**src/rtl/bbox_pkg.sv**
```systemverilog
`default_nettype none
// ============================================================================
//  Module      : bbox_pkg
//  Description : Shared constants and types for the bounding-box extractor:
//                default active-area size, coordinate/area widths and the
//                two-state result FSM encoding.
//  Revision    : 1.0 - initial release
// ============================================================================
package bbox_pkg;

    localparam int c_H_ACTIVE_DEF = 1280;
    localparam int c_V_ACTIVE_DEF = 720;

    // Raw counter widths and box widths (one extra bit for the exclusive edge).
    localparam int c_HC_W   = 11;
    localparam int c_VC_W   = 10;
    localparam int c_X_W    = c_HC_W + 1;
    localparam int c_Y_W    = c_VC_W + 1;
    localparam int c_AREA_W = 20;

    typedef enum logic [0:0] {
        ACCUM = 1'b0,
        FINAL = 1'b1
    } state_t;

endpackage
`default_nettype wire

```
**src/rtl/bbox_axis_tracker.sv**
```systemverilog
`default_nettype none
// ============================================================================
//  Module      : bbox_axis_tracker
//  Description : One-dimensional extent tracker. Keeps the minimum position
//                and the exclusive maximum (largest position + 1) seen since
//                the last clear/load.
//  Ports       : clk, rst        - clock, synchronous active-high reset
//                i_clear         - empty the extent (min = all ones, maxe = 0)
//                i_load          - restart the extent at i_pos
//                i_update        - widen the extent to include i_pos
//                i_pos           - coordinate of the current pixel
//                o_min_nxt       - next-state minimum (for snapshotting)
//                o_maxe_nxt      - next-state exclusive maximum
//  Revision    : 1.0 - initial release
// ============================================================================
module bbox_axis_tracker
    import bbox_pkg::*;
#(
    parameter int IN_W = c_HC_W
) (
    input  logic            clk,
    input  logic            rst,
    input  logic            i_clear,
    input  logic            i_load,
    input  logic            i_update,
    input  logic [IN_W-1:0] i_pos,
    output logic [IN_W:0]   o_min_nxt,
    output logic [IN_W:0]   o_maxe_nxt
);

    logic [IN_W:0] r_min;
    logic [IN_W:0] r_maxe;
    logic [IN_W:0] w_pos;
    logic [IN_W:0] w_pos_p1;

    assign w_pos    = {1'b0, i_pos};
    assign w_pos_p1 = w_pos + {{IN_W{1'b0}}, 1'b1};

    always_comb begin
        o_min_nxt  = r_min;
        o_maxe_nxt = r_maxe;
        if (i_clear) begin
            o_min_nxt  = '1;
            o_maxe_nxt = '0;
        end else if (i_load) begin
            o_min_nxt  = w_pos;
            o_maxe_nxt = w_pos_p1;
        end else if (i_update) begin
            if (w_pos < r_min) begin
                o_min_nxt = w_pos;
            end
            if (w_pos_p1 > r_maxe) begin
                o_maxe_nxt = w_pos_p1;
            end
        end
    end

    always_ff @(posedge clk) begin
        if (rst) begin
            r_min  <= '1;
            r_maxe <= '0;
        end else begin
            r_min  <= o_min_nxt;
            r_maxe <= o_maxe_nxt;
        end
    end

endmodule
`default_nettype wire

```
**src/rtl/bbox_extractor.sv**
```systemverilog
`default_nettype none
// ============================================================================
//  Module      : bbox_extractor
//  Description : Consumes a raster-order match mask and, once per frame,
//                reports the bounding box of all matching pixels in sprite
//                geometry (centre x/y, exclusive right/bottom edges), the
//                matching-pixel count and a found flag.
//  Ports       : clk_in, rst_in              - pixel clock, sync active-high reset
//                valid_in, hcount_in,
//                vcount_in, mask_in          - pixel stream
//                x_out, y_out                - box centre (floor of mid-point)
//                xmax_out, ymax_out          - exclusive right / bottom edge
//                area_out                    - matching pixels in last frame
//                found_out                   - area_out >= MIN_AREA
//                valid_out                   - one-cycle update strobe
//  Revision    : 1.0 - initial release
// ============================================================================
module bbox_extractor
    import bbox_pkg::*;
#(
    parameter int H_ACTIVE = c_H_ACTIVE_DEF,
    parameter int V_ACTIVE = c_V_ACTIVE_DEF,
    parameter int MIN_AREA = 64
) (
    input  logic                clk_in,
    input  logic                rst_in,
    input  logic                valid_in,
    input  logic [c_HC_W-1:0]   hcount_in,
    input  logic [c_VC_W-1:0]   vcount_in,
    input  logic                mask_in,
    output logic [c_X_W-1:0]    x_out,
    output logic [c_Y_W-1:0]    y_out,
    output logic [c_X_W-1:0]    xmax_out,
    output logic [c_Y_W-1:0]    ymax_out,
    output logic [c_AREA_W-1:0] area_out,
    output logic                found_out,
    output logic                valid_out
);

    localparam logic [c_HC_W-1:0] c_H_LAST = c_HC_W'(H_ACTIVE - 1);
    localparam logic [c_VC_W-1:0] c_V_LAST = c_VC_W'(V_ACTIVE - 1);

    // ---------------- stage 1: register pixel and classify position --------
    logic              r_s1_valid;
    logic [c_HC_W-1:0] r_s1_h;
    logic [c_VC_W-1:0] r_s1_v;
    logic              r_s1_mask;
    logic              r_s1_first;
    logic              r_s1_last;
    logic              r_s1_in_range;

    always_ff @(posedge clk_in) begin
        if (rst_in) begin
            r_s1_valid    <= 1'b0;
            r_s1_h        <= '0;
            r_s1_v        <= '0;
            r_s1_mask     <= 1'b0;
            r_s1_first    <= 1'b0;
            r_s1_last     <= 1'b0;
            r_s1_in_range <= 1'b0;
        end else begin
            r_s1_valid    <= valid_in;
            r_s1_h        <= hcount_in;
            r_s1_v        <= vcount_in;
            r_s1_mask     <= mask_in;
            r_s1_first    <= (hcount_in == '0) && (vcount_in == '0);
            r_s1_last     <= (hcount_in == c_H_LAST) && (vcount_in == c_V_LAST);
            r_s1_in_range <= (32'(hcount_in) < 32'(H_ACTIVE)) &&
                             (32'(vcount_in) < 32'(V_ACTIVE));
        end
    end

    // ---------------- stage 2: accumulators --------------------------------
    // r_armed is set by a frame's first pixel; pixels seen before that (after
    // reset or after a completed frame) belong to a frame whose start was
    // missed and must not contribute to, or trigger, a report.
    logic                r_armed;
    logic [c_AREA_W-1:0] r_area;
    logic [c_AREA_W-1:0] w_area_nxt;
    logic                w_first;
    logic                w_live;
    logic                w_hit;
    logic                w_last_evt;
    logic [c_X_W-1:0]    w_xmin_nxt;
    logic [c_X_W-1:0]    w_xmaxe_nxt;
    logic [c_Y_W-1:0]    w_ymin_nxt;
    logic [c_Y_W-1:0]    w_ymaxe_nxt;
    state_t              r_state;

    assign w_first    = r_s1_valid & r_s1_first;
    assign w_live     = r_s1_valid & r_s1_in_range & (r_armed | r_s1_first);
    assign w_hit      = w_live & r_s1_mask;
    assign w_last_evt = w_live & r_s1_last & (r_state == ACCUM);

    always_comb begin
        w_area_nxt = r_area;
        if (w_first) begin
            w_area_nxt = c_AREA_W'(r_s1_mask);
        end else if (w_hit) begin
            w_area_nxt = r_area + c_AREA_W'(1);
        end
    end

    bbox_axis_tracker #(
        .IN_W       (c_HC_W)
    ) u_x_tracker (
        .clk        (clk_in),
        .rst        (rst_in),
        .i_clear    (w_first & ~r_s1_mask),
        .i_load     (w_first & r_s1_mask),
        .i_update   (w_hit & ~w_first),
        .i_pos      (r_s1_h),
        .o_min_nxt  (w_xmin_nxt),
        .o_maxe_nxt (w_xmaxe_nxt)
    );

    bbox_axis_tracker #(
        .IN_W       (c_VC_W)
    ) u_y_tracker (
        .clk        (clk_in),
        .rst        (rst_in),
        .i_clear    (w_first & ~r_s1_mask),
        .i_load     (w_first & r_s1_mask),
        .i_update   (w_hit & ~w_first),
        .i_pos      (r_s1_v),
        .o_min_nxt  (w_ymin_nxt),
        .o_maxe_nxt (w_ymaxe_nxt)
    );

    always_ff @(posedge clk_in) begin
        if (rst_in) begin
            r_area  <= '0;
            r_armed <= 1'b0;
        end else begin
            r_area <= w_area_nxt;
            if (w_last_evt) begin
                r_armed <= 1'b0;
            end else if (w_first) begin
                r_armed <= 1'b1;
            end
        end
    end

    // ---------------- snapshot, FSM and result registers -------------------
    // The snapshot takes the accumulator next-state, so the last pixel is
    // included and a following frame may start accumulating immediately.
    logic [c_X_W-1:0]    r_snap_xmin;
    logic [c_X_W-1:0]    r_snap_xmaxe;
    logic [c_Y_W-1:0]    r_snap_ymin;
    logic [c_Y_W-1:0]    r_snap_ymaxe;
    logic [c_AREA_W-1:0] r_snap_area;
    logic                w_snap_found;

    logic [c_X_W-1:0]    r_x_out;
    logic [c_Y_W-1:0]    r_y_out;
    logic [c_X_W-1:0]    r_xmax_out;
    logic [c_Y_W-1:0]    r_ymax_out;
    logic [c_AREA_W-1:0] r_area_out;
    logic                r_found_out;
    logic                r_valid_out;

    assign w_snap_found = (32'(r_snap_area) >= 32'(MIN_AREA));

    always_ff @(posedge clk_in) begin
        if (rst_in) begin
            r_state      <= ACCUM;
            r_snap_xmin  <= '0;
            r_snap_xmaxe <= '0;
            r_snap_ymin  <= '0;
            r_snap_ymaxe <= '0;
            r_snap_area  <= '0;
            r_x_out      <= '0;
            r_y_out      <= '0;
            r_xmax_out   <= '0;
            r_ymax_out   <= '0;
            r_area_out   <= '0;
            r_found_out  <= 1'b0;
            r_valid_out  <= 1'b0;
        end else begin
            r_valid_out <= 1'b0;
            case (r_state)
                ACCUM: begin
                    if (w_last_evt) begin
                        r_state      <= FINAL;
                        r_snap_xmin  <= w_xmin_nxt;
                        r_snap_xmaxe <= w_xmaxe_nxt;
                        r_snap_ymin  <= w_ymin_nxt;
                        r_snap_ymaxe <= w_ymaxe_nxt;
                        r_snap_area  <= w_area_nxt;
                    end
                end
                FINAL: begin
                    r_state     <= ACCUM;
                    r_valid_out <= 1'b1;
                    r_area_out  <= r_snap_area;
                    r_found_out <= w_snap_found;
                    // Box outputs keep the last detected object when nothing
                    // is found, so an attached sprite does not jump.
                    if (w_snap_found) begin
                        // Widen by one bit before adding; floor mid-point.
                        r_x_out    <= c_X_W'(({1'b0, r_snap_xmin} + {1'b0, r_snap_xmaxe}) >> 1);
                        r_y_out    <= c_Y_W'(({1'b0, r_snap_ymin} + {1'b0, r_snap_ymaxe}) >> 1);
                        r_xmax_out <= r_snap_xmaxe;
                        r_ymax_out <= r_snap_ymaxe;
                    end
                end
                default: r_state <= ACCUM;
            endcase
        end
    end

    assign x_out     = r_x_out;
    assign y_out     = r_y_out;
    assign xmax_out  = r_xmax_out;
    assign ymax_out  = r_ymax_out;
    assign area_out  = r_area_out;
    assign found_out = r_found_out;
    assign valid_out = r_valid_out;

endmodule
`default_nettype wire
```
**config.mk**
```make
export PLATFORM = sky130hd
export DESIGN_NAME = bbox_extractor
export DESIGN_NICKNAME = d
export VERILOG_FILES = /design/src/rtl/bbox_pkg.sv /design/src/rtl/bbox_axis_tracker.sv /design/src/rtl/bbox_extractor.sv
export SDC_FILE = /design/constraint.sdc
export NUM_CORES = 1
export LEC_CHECK = 0
export CORE_ASPECT_RATIO = 1.75
export CORE_UTILIZATION = 45
export CTS_BUF_LIST = sky130_fd_sc_hd__clkbuf_2
export CTS_CLUSTER_SIZE = 28
export DETAILED_ROUTE_END_ITERATION = 10
export DONT_BUFFER_PORTS = 1
export GPL_TIMING_DRIVEN = 0
export SYNTH_ARGS = -nofsm -noshare
export SYNTH_HDL_FRONTEND = slang
export SYNTH_SLANG_ARGS = --single-unit
```
**constraint.sdc**
```tcl
create_clock -name clk_in -period 3.95 [get_ports clk_in]
set_input_delay 0.9875 -clock clk_in [delete_from_list [all_inputs] [get_ports clk_in]]
set_output_delay 0.9875 -clock clk_in [all_outputs]
set_load 0.01 [all_outputs]
```
Yosys cells after proc, flatten, opt, wreduce, memory -nomap -nowiden. Index checks and enable logic that the tools add are counted.

Add/subtract/negate cells: 5. $lt $le $gt $ge: 7. Equality and inequality tests: 2. Muxes and demuxes: 21. Bitwise operators: 13. Reductions and logical operators: 8.

Operators with widths (count): 12-bit 2-to-1 mux (8); 11-bit 2-to-1 mux (8); 20-bit 2-to-1 mux (2); 20-bit by 1-bit adder with 20-bit output, second input constant (1); 20-bit by 7-bit >= comparator with 1-bit output, second input constant (1); 12-bit by 12-bit adder with 13-bit output (1); 11-bit by 1-bit adder with 12-bit output, second input constant (1); 11-bit by 11-bit adder with 12-bit output (1); 12-bit > comparator (1); 11-bit by 12-bit less-than comparator with 1-bit output (1); 10-bit by 1-bit adder with 11-bit output, second input constant (1); 11-bit equality test, second input constant (1); 11-bit > comparator (1); 11-bit zero test (1); 10-bit by 11-bit less-than comparator with 1-bit output (1); 11-bit less-than comparator, second input constant (1); 10-bit equality test, second input constant (1); 10-bit zero test (1); 10-bit less-than comparator, second input constant (1); 1-bit bitwise AND (9); 2-bit AND reduction (2); 1-bit logical AND (3); 1-bit NOT (3); 1-bit 2-to-1 mux (2); other kinds (3) (3).

Bits in registers: 228. Input bits: 25. Output and inout port bits: 68. Word-level logic and storage cells: 82.

Logic depth before layout (Yosys ltp). Gate-level depths: netlist of the first run.

Depth in word-level cells: 7. Mapped depth: 12. Mapped depth without buffers: 11.

Modules after synthesis. Synthesis of the first run repeated with hierarchy kept, for this count alone.

Cells, all modules: 1315. Area, all modules: 11330.9 sq um.

Modules (own cells, without submodules): bbox_extractor (times used 1, cells each 841, area each 7400.8 sq um, sequential area each 3643.5 sq um); bbox_axis_tracker (u_x_tracker) (times used 1, cells each 258, area each 2052.0 sq um, sequential area each 480.5 sq um); bbox_axis_tracker (u_y_tracker) (times used 1, cells each 216, area each 1878.1 sq um, sequential area each 440.4 sq um).

Worst setup path after synthesis of the first run. OpenSTA, ideal clock, no wires.

Path kind: flip-flop to flip-flop. Start: register r_s1_h[2]. End: register r_snap_xmaxe[0]. Setup time: 0.117 ns. Data arrival time: 2.763 ns. Data required time: 3.833 ns. Slack: 1.069 ns. Stages on the path, launching flop included: 11. Buffers on the path: 0. Clock period less this slack: 2.881 ns. Path through: dfxtp_1 > and4_1 > nor2b_1 > nand4_1 > xnor2_1 > ha_1 > nand4_1 > or3_4 > o221a_4 > or3_1 > a32o_1.

Word-level cells in the longest chain between the ends: 6.

RTL lines: start: declaration (RTL line bbox_extractor.sv:45) `logic [c_HC_W-1:0] r_s1_h;`; start signal: assignment (RTL line bbox_extractor.sv:63) `r_s1_h <= hcount_in;`; 11-bit by 1-bit adder with 12-bit output (RTL line bbox_axis_tracker.sv:37) `assign w_pos_p1 = w_pos + {{IN_W{1'b0}}, 1'b1};`; 12-bit > comparator (RTL line bbox_axis_tracker.sv:52) `if (w_pos_p1 > r_maxe) begin`; 12-bit 2-to-1 mux (RTL line bbox_axis_tracker.sv:52); 12-bit 2-to-1 mux (RTL line bbox_axis_tracker.sv:48) `end else if (i_update) begin`; 12-bit 2-to-1 mux (RTL line bbox_axis_tracker.sv:45) `end else if (i_load) begin`; 12-bit 2-to-1 mux (RTL line bbox_axis_tracker.sv:42) `if (i_clear) begin`; end signal: assignment (RTL line bbox_extractor.sv:186) `r_snap_xmaxe <= w_xmaxe_nxt;`; end: declaration (RTL line bbox_extractor.sv:148) `logic [c_X_W-1:0] r_snap_xmaxe;`.

Every way passes these cells. A chain may end at the register's enable or synchronous reset.

Worst setup path in the final report of the first run.
Start: register r_s1_v[2]. End: register r_snap_ymaxe[4].

Word-level cells in the longest chain between the ends: 6.

RTL lines: start: declaration (RTL line bbox_extractor.sv:46) `logic [c_VC_W-1:0] r_s1_v;`; start signal: assignment (RTL line bbox_extractor.sv:64) `r_s1_v <= vcount_in;`; 10-bit by 1-bit adder with 11-bit output * (RTL line bbox_axis_tracker.sv:37); 11-bit > comparator (RTL line bbox_axis_tracker.sv:52); 11-bit 2-to-1 mux (RTL line bbox_axis_tracker.sv:52); 11-bit 2-to-1 mux (RTL line bbox_axis_tracker.sv:48); 11-bit 2-to-1 mux * (RTL line bbox_axis_tracker.sv:45); 11-bit 2-to-1 mux * (RTL line bbox_axis_tracker.sv:42); end signal: assignment (RTL line bbox_extractor.sv:188) `r_snap_ymaxe <= w_ymaxe_nxt;`; end: declaration (RTL line bbox_extractor.sv:150) `logic [c_Y_W-1:0] r_snap_ymaxe;`.

Mark *: on every way between the ends. The rest lies on a longest branch, timed or not.

==> flow_summary.yaml, run 1 <==
floorplan:
  floorplan.core_area_sq_um: 23300
  die_w_um: 119
  io-pin-count: 93
  floorplan.initialDensity_pct: 46.0
  die_area_sq_um: 24500
  die_height_um: 206
  rows: 74
logic_synthesis:
  netlist_top_cells_area: "sky130_fd_sc_hd__dfxtp_1, sky130_fd_sc_hd__ha_1, sky130_fd_sc_hd__nand2_1"
  synth.lib_cells_used.distinct: 68
  synthesis.yosys.warnings: 0
  yosysTopAreaCell: "sky130_fd_sc_hd__dfxtp_1"
  synth-async-reset-ratio_pct: 0
  primary_ff_master_synth: "sky130_fd_sc_hd__dfxtp_1"
  synthesis.area_per_instance_sq_um: 8.63
  syn_inst: 1243
  synth_sequential_area_ratio_pct: 42.5
  synthDominantCellAreaShare_pct: 42.5
  number_of_flops_mapped_to_enable_cells_by_yosys: 0
  synth-seq-cells: 228
  post_synthesis_cell_area_sq_um: 10700
  syn_nets: 1336
sta:
  timing.final.max_slew_violations: 0
  layout_min_cycle_time_ns: 3.41
  setup_total_negative_slack_ns: 0
  timing_worst_slew_pin_value_ns: 0.761
  clock.fmax_mhz: 293
  final_count_of_hold_timing_violations: 0
  report.final.setup_viol: 0
  worst_clock_skew_ns: 0.0295
  slew_headroom_pct: 49.3
  finalCritPeriodShare_pct: 86.4
  rsz0062_at_grt: "false"
clocking:
  cts_made_buffers: 51
  clock-root-buffer: "sky130_fd_sc_hd__clkbuf_2"
  cts_setup_buffers: 0
  cts_repair_resizes: 0
  tritoncts: "done"
  cts.hold.buffers_added: 0
  number_of_h_tree_branching_levels: 2
  clock_sink_count: 228
  clk-insertion-delay-late_ns: 0.87
  clk_pin_slew_ns: 0.10
  cts.path.max_buffers: 3
routing:
  drt-wirelength-per-cell_um: 18.4
  total_number_of_vias: 9074
  detail_route.iter0.violations: 241
  first_pass_iters: 5
  drc: 0
  drt_wl_total_mm: 30.0
  vias_per_cell: 5.57
  detail-route-antenna-nets: 0
placed_design:
  cell_count_after_placement: 1547
  routabilityCongestion: 0.877
  numPortBuffers: 0
  detailed_place_hpwl_mm: 24.0
critical_path:
  worst-path-max-fanout: 10
  nature_of_the_critical_path_endpoint: "flop"
  critical_path_required_ns: 4.72
  class_of_the_most_critical_setup_path: "flop to flop"
  critPathLaunchType: "flop"
  cp_data_arrival_time_ns: 4.18
  reg2regPathDepth: 12
global_routing:
  maximum_number_of_pins_on_one_net_before_global_route_repair: 14
  grt_remaining_overflow: 0
  total_track_usage_pct: 25.1
  groute.layer.met2.usage_pct: 51.1
  grt_first_pass_wirelength_mm: 47.5
  met3_usage_pct: 5.22
  number_of_global_route_vias_before_repair: 9314
  grt_most_used_layer: "met2"
  grt_antenna_before_repair: 2
  met1_usage_pct: 22.7
power_and_ir_drop:
  total_leakage_power_uw: 0.00448
  power_switching_uw: 1030
  internal-power_uw: 2910
  switching_fraction_pct: 26.2
  combinationalPowerShare_pct: 3.9
  design_power_total_uw: 3930
  seqPwrFrac_pct: 59.4
  power-per-cell-area_nw_per_um2: 341
  irDropWorstVdd_v: 0.000154
  clock_power_share_pct: 36.7
final_layout:
  drive_above_1_share_pct: 9.51
  layout.nets: 1389
  final-seq-area_sq_um: 4560
  multi_input_area_sq_um: 5650
  fill_cells: 2365
  final_cell_count_no_fill: 1630
  areaGrowthSynthToFinish_pct: 7.53
min_path:
  hold_path_depth: 1
  hold_crit_path_type: "input port to flop"
flow_run:
  maxCapViolCount: 0
status:
  outcome: "finished clean"
==> synth_stat cells (all sizes together) (3+ instances only) <==
master   count
a2111oi     12
a211oi      29
a21o         6
a21oi       81
a31oi       13
and2         6
and3         8
and4         5
buf         23
clkbuf      48
dfxtp      228
ha          66
inv         52
mux2i       22
nand2      148
nand2b       3
nand3       59
nand3b       3
nand4       23
nor2       101
nor2b       31
nor3        59
nor4        10
o2111ai      4
o211ai      15
o21a        10
o21ai       60
o221a       12
o311ai       4
o31ai       18
o41ai        3
or3         15
xnor2       23
xor2        17
==> cell type report <==
class	instances	area share (%)
diodes	1	0.0217
plain buffers	71	2.75
clock buffers	72	3.12
clock inverters	10	0.564
inverters	52	1.69
multi-input cells	892	49.0
flip-flops and latches	228	39.6
well taps	304	3.30
==> worst paths after layout <==
path	to	slack, ns	start
setup / recovery	r_snap_ymaxe[4]	0.54	r_s1_v[2]
hold / removal	r_state	0.21	rst_in
setup reg to reg	r_snap_ymaxe[4]	0.54	r_s1_v[2]
hold reg to reg	r_snap_area[5]	0.47	r_snap_area[5]
==> power groups by stage <==
stage	clock network [uW]	registers [uW]	logic, uW
global route	1620	2340	170
finish	1440	2340	152
floorplan	0	2380	106
global placement	0	2390	152
CTS	1500	2340	155
detailed placement	0	2390	154
==> logic make-up after synthesis <==
group | count (synthesis) | synth area share (%)
and+or+nand+nor | 475 | 21.4
AOI/OAI and AO/OA | 287 | 17.9
DFF | 228 | 42.5
buffers and inverters | 123 | 4.78
adders and majority gates | 68 | 8.07
xor gates and xnor gates | 40 | 3.26
muxes | 22 | 2.05
==> layer usage <==
metal / vias to the layer above / routed length, um
met3: 87 / 1520
met5: - / 0
li1: 4584 / -
met1: 4182 / 10400
met4: 0 / 1470
met2: 221 / 16600
==> flip-flops by register name, indices dropped and copies added, names as in the netlist, 11 cells and up <==
signal,count
y_out,11
r_snap_xmin,12
u_x_tracker.r_maxe,12
r_snap_ymaxe,11
area_out,20
r_area,20
u_y_tracker.r_min,11
r_s1_h,11
r_snap_xmaxe,12
xmax_out,12
x_out,12
ymax_out,11
r_snap_ymin,11
r_snap_area,20
u_y_tracker.r_maxe,11
u_x_tracker.r_min,12
==> critical path: stages, from the launching register on <==
cell and delay (ns):
sky130_fd_sc_hd__dfxtp_1 0.35, sky130_fd_sc_hd__clkbuf_1 0.37, sky130_fd_sc_hd__nand3_1 0.27, sky130_fd_sc_hd__nor3_1 0.28
sky130_fd_sc_hd__xor2_1 0.22, sky130_fd_sc_hd__ha_1 0.27, sky130_fd_sc_hd__and3_1 0.17, sky130_fd_sc_hd__nand4_1 0.14
sky130_fd_sc_hd__o21bai_1 0.19, sky130_fd_sc_hd__a31o_2 0.20, sky130_fd_sc_hd__clkbuf_1 0.39, sky130_fd_sc_hd__a21oi_1 0.19
sky130_fd_sc_hd__o31ai_1 0.27
==> per-stage QoR <==
| step | hold WS, ns | area [sq um] | setup WS (ns) | util, % |
|---|---|---|---|---|
| after floorplan | 0.425 | 10700 | 1.07 | - |
| after global placement | 0.442 | 11100 | 0.629 | 47.6 |
| after detailed placement | 0.452 | 11100 | 0.568 | 47.6 |
| after CTS | 0.132 | 11500 | 0.508 | 49.4 |
| after global routing | 0.142 | 11500 | 0.232 | 49.5 |
| final | 0.210 | 11500 | 0.538 | 49.5 |
==> cell usage in the layout (no fill, tap or decap), drive strengths merged, types with 17 or more instances in the layout <==
| cell type | netlist | final |
|---|---|---|
| nor3 | 59 | 59 |
| mux2i | 22 | 22 |
| nand4 | 23 | 23 |
| buf | 23 | 23 |
| nor2b | 31 | 31 |
| inv | 52 | 53 |
| o31ai | 18 | 18 |
| nand3 | 59 | 59 |
| a21oi | 81 | 81 |
| xnor2 | 23 | 23 |
| dfxtp | 228 | 228 |
| ha | 66 | 66 |
| xor2 | 17 | 17 |
| a211oi | 29 | 29 |
| clkbuf | 48 | 120 |
| o21ai | 60 | 60 |
| nor2 | 101 | 101 |
| nand2 | 148 | 148 |
(Power assumes the default switching activity.)
==> run 2: changes to the inputs <==
--- a/config.mk
+++ b/config.mk
@@ -14,4 +14,5 @@
 export GPL_TIMING_DRIVEN = 0
 export SYNTH_ARGS = -nofsm -noshare
 export SYNTH_HDL_FRONTEND = slang
+export SYNTH_HIERARCHICAL = 1
 export SYNTH_SLANG_ARGS = --single-unit
==> run 2 against run 1 <==
  * Via count increased by 6.7%
  * Sequential cell count unchanged
  * Highest routed layer unchanged
  * Clock power about the same
  * Synthesized cell count increased by 5.8%
  * Sequential power about the same
  * Utilization about the same
  * Combinational power increased by 21%
  * Power increased by 1.6%
==> flow_summary.yaml, run 2 <==
logic_synthesis:
  yosysTopAreaCell: "sky130_fd_sc_hd__dfxtp_1"
  syn_inst: 1315
  synth-async-reset-ratio_pct: 0
  number_of_flops_mapped_to_enable_cells_by_yosys: 0
  synth.lib_cells_used.distinct: 83
  syn_nets: 1408
  synth-seq-cells: 228
  synthesis.area_per_instance_sq_um: 8.62
  post-synth-top-count-cell: "sky130_fd_sc_hd__dfxtp_1"
  netlist_top_cells_area: "sky130_fd_sc_hd__dfxtp_1, sky130_fd_sc_hd__ha_1, sky130_fd_sc_hd__nand2_1"
  synthesis.yosys.warnings: 6
  post_synth_most_frequent_cells: "sky130_fd_sc_hd__dfxtp_1, sky130_fd_sc_hd__nand2_1, sky130_fd_sc_hd__a21oi_1"
  primary_ff_master_synth: "sky130_fd_sc_hd__dfxtp_1"
  synth_sequential_area_ratio_pct: 40.3
  post_synthesis_cell_area_sq_um: 11300
  synthDominantCellAreaShare_pct: 40.3
min_path:
  hold_crit_path_type: "input port to flop"
sta:
  rsz0062_at_grt: "false"
  timing_worst_slew_pin_value_ns: 0.999
  slew_headroom_pct: 33.4
  report.final.setup_viol: 0
  layout_min_cycle_time_ns: 3.71
  clock.fmax_mhz: 269
  worst_clock_skew_ns: 0.0728
  final_count_of_hold_timing_violations: 0
  finalCritPeriodShare_pct: 94.0
  setup_total_negative_slack_ns: 0
  timing.final.max_slew_violations: 0
clocking:
  cts.hold.buffers_added: 0
  clk_pin_slew_ns: 0.13
  number_of_h_tree_branching_levels: 2
  clk-insertion-delay-late_ns: 0.89
  cts_setup_buffers: 0
  clock-root-buffer: "sky130_fd_sc_hd__clkbuf_2"
  clock_sink_count: 228
  cts_repair_resizes: 0
  cts.path.max_buffers: 3
  tritoncts: "done"
  cts_made_buffers: 53
routing:
  vias_per_cell: 5.61
  detail-route-antenna-nets: 0
  highest-signal-layer: "met4"
  total_number_of_vias: 9685
  detail_route.iter0.violations: 404
  drt-met1-wl_mm: 12.3
  first_pass_iters: 7
  met2WireLength_mm: 17.5
  drc: 0
  drt_wl_total_mm: 33.0
  drt-wirelength-per-cell_um: 19.1
  detailroute.wirelength.met3_mm: 1.45
placed_design:
  detailed_place_hpwl_mm: 25.6
  numPortBuffers: 0
  routabilityCongestion: 0.909
critical_path:
  class_of_the_most_critical_setup_path: "flop to flop"
  critical_path.slowest_cell: "sky130_fd_sc_hd__a211oi_1"
  slowest_delay_ns: 0.51
  path_cells: "ha_1 -> nand3_1 -> nor2_1 -> nand3_1 -> xor2_1 -> inv_1 -> ha_1 -> nand4_1 -> or3_1 -> a21oi_2 -> a31oi_4 -> buf_6 -> a211oi_1 -> nand2_1 -> a21oi_1"
  critical_path_required_ns: 4.76
  worst-path-max-fanout: 10
  critPathLaunchType: "flop"
  cp_data_arrival_time_ns: 4.52
  nature_of_the_critical_path_endpoint: "flop"
status:
  outcome: "finished clean"
floorplan:
  die_area_sq_um: 25800
  die_w_um: 122
  die_height_um: 212
  io-pin-count: 93
  floorplan.initialDensity_pct: 46.0
  floorplan.core_area_sq_um: 24600
  rows: 76
final_layout:
  areaGrowthSynthToFinish_pct: 7.58
  fill_cells: 2477
  mostFrequentLayoutCell: "sky130_fd_sc_hd__dfxtp_1"
  drive_above_1_share_pct: 9.27
  layout.nets: 1463
  most-common-layout-cells: "sky130_fd_sc_hd__dfxtp_1, sky130_fd_sc_hd__nand2_1, sky130_fd_sc_hd__a21oi_1"
global_routing:
  grt_antenna_before_repair: 1
  grt_remaining_overflow: 0
  total_track_usage_pct: 26.1
  maximum_number_of_pins_on_one_net_before_global_route_repair: 15
  number_of_global_route_vias_before_repair: 9714
  grt_first_pass_wirelength_mm: 51.4
power_and_ir_drop:
  power-per-cell-area_nw_per_um2: 328
  total_leakage_power_uw: 0.00497
  design_power_total_uw: 4000
  irDropWorstVdd_v: 0.000227
flow_run:
  maxCapViolCount: 0
## run 2: cell types whose count changed in the layout (fill, tap and decap cells not counted), moves of 27 or more
cell	previous run	this run
sky130_fd_sc_hd__a21oi_1	80	124
sky130_fd_sc_hd__nand2_1	146	186
sky130_fd_sc_hd__nor3_1	54	17
sky130_fd_sc_hd__o21ai_0	55	22
sky130_fd_sc_hd__nand3_1	59	28
sky130_fd_sc_hd__mux2i_1	22	49
## run 2: cell families (layout without fill, tap and decap cells)
kind of cell,Yosys count,after routing,share of synthesized area [%]
other,0,1,0
XOR/XNOR,39,39,3.01
AND/OR/NAND/NOR,481,481,20.0
buffers and inverters,145,243,6.50
multiplexers,49,49,4.33
adder cells (fa/ha/maj),68,68,7.64
AO/OA/AOI/OAI,305,305,18.2
flip-flops,228,228,40.3
## run 2: power by group
part	internal [uW]	total (uW)	switching (uW)
sequential	2310	2340	26.4
clock	492	1470	982
combinational	61.4	184	123
total	2860	4000	1130
## run 2: final timing paths
check | end | startpoint | slack (ns) | cells past startpoint
worst min-delay path | r_s1_h[7] | hcount_in[7] | 0.23 | 1
worst min register to register | r_snap_xmin[7] | r_snap_xmin[7] | 0.47 | 2
worst max-delay path | r_snap_xmaxe[2] | r_s1_h[1] | 0.24 | 15
worst max register to register | r_snap_xmaxe[2] | r_s1_h[1] | 0.24 | 15
## run 2: final cells by class
class / count / area, sq um / area share [%]
plain buffers: 77 / 482 / 3.95
flip-flops and latches: 228 / 4560 / 37.4
diodes: 1 / 2.50 / 0.0205
clock inverters: 29 / 120 / 0.985
clock buffers: 69 / 345 / 2.83
well taps: 312 / 390 / 3.20
inverters: 68 / 255 / 2.09
multi-input cells: 942 / 6030 / 49.5
## run 2: layer usage
layer	vias up	global-route usage (%)
li1	4764	-
met5	-	0
met4	0	15.1
met3	93	4.36
met1	4558	26.4
met2	270	49.0
## run 2: per-stage QoR
step	hold slack, ns	worst slack [ns]	instances	utilization (%)	area (sq um)
after global routing	0.157	0.00736	1726	49.5	12200
final	0.226	0.239	1726	49.5	12200
after CTS	0.123	0.195	1725	49.5	12200
after global placement	0.454	0.215	1627	47.6	11700
after floorplan	0.438	0.756	1315	-	11300
after detailed placement	0.455	0.232	1627	47.6	11700
## run 2: worst max-delay path, delay by kind of cell, from the launching register on
family	cells	cell delay (ns)
XOR/XNOR	1	0.30
flip-flops	1	0.48
adder cells (fa/ha/maj)	2	0.51
AO/OA/AOI/OAI	4	0.92
AND/OR/NAND/NOR	6	1.17
buffers and inverters	2	0.26
==> run 3: changes to the inputs <==
--- a/config.mk
+++ b/config.mk
@@ -5,6 +5,7 @@
 export SDC_FILE = /design/constraint.sdc
 export NUM_CORES = 1
 export LEC_CHECK = 0
+export CAP_MARGIN = 0
 export CORE_ASPECT_RATIO = 1.75
 export CORE_UTILIZATION = 45
 export CTS_BUF_LIST = sky130_fd_sc_hd__clkbuf_2
==> results of run 3 <==
Final layout, timing and power as in run 2 (identical DEF).
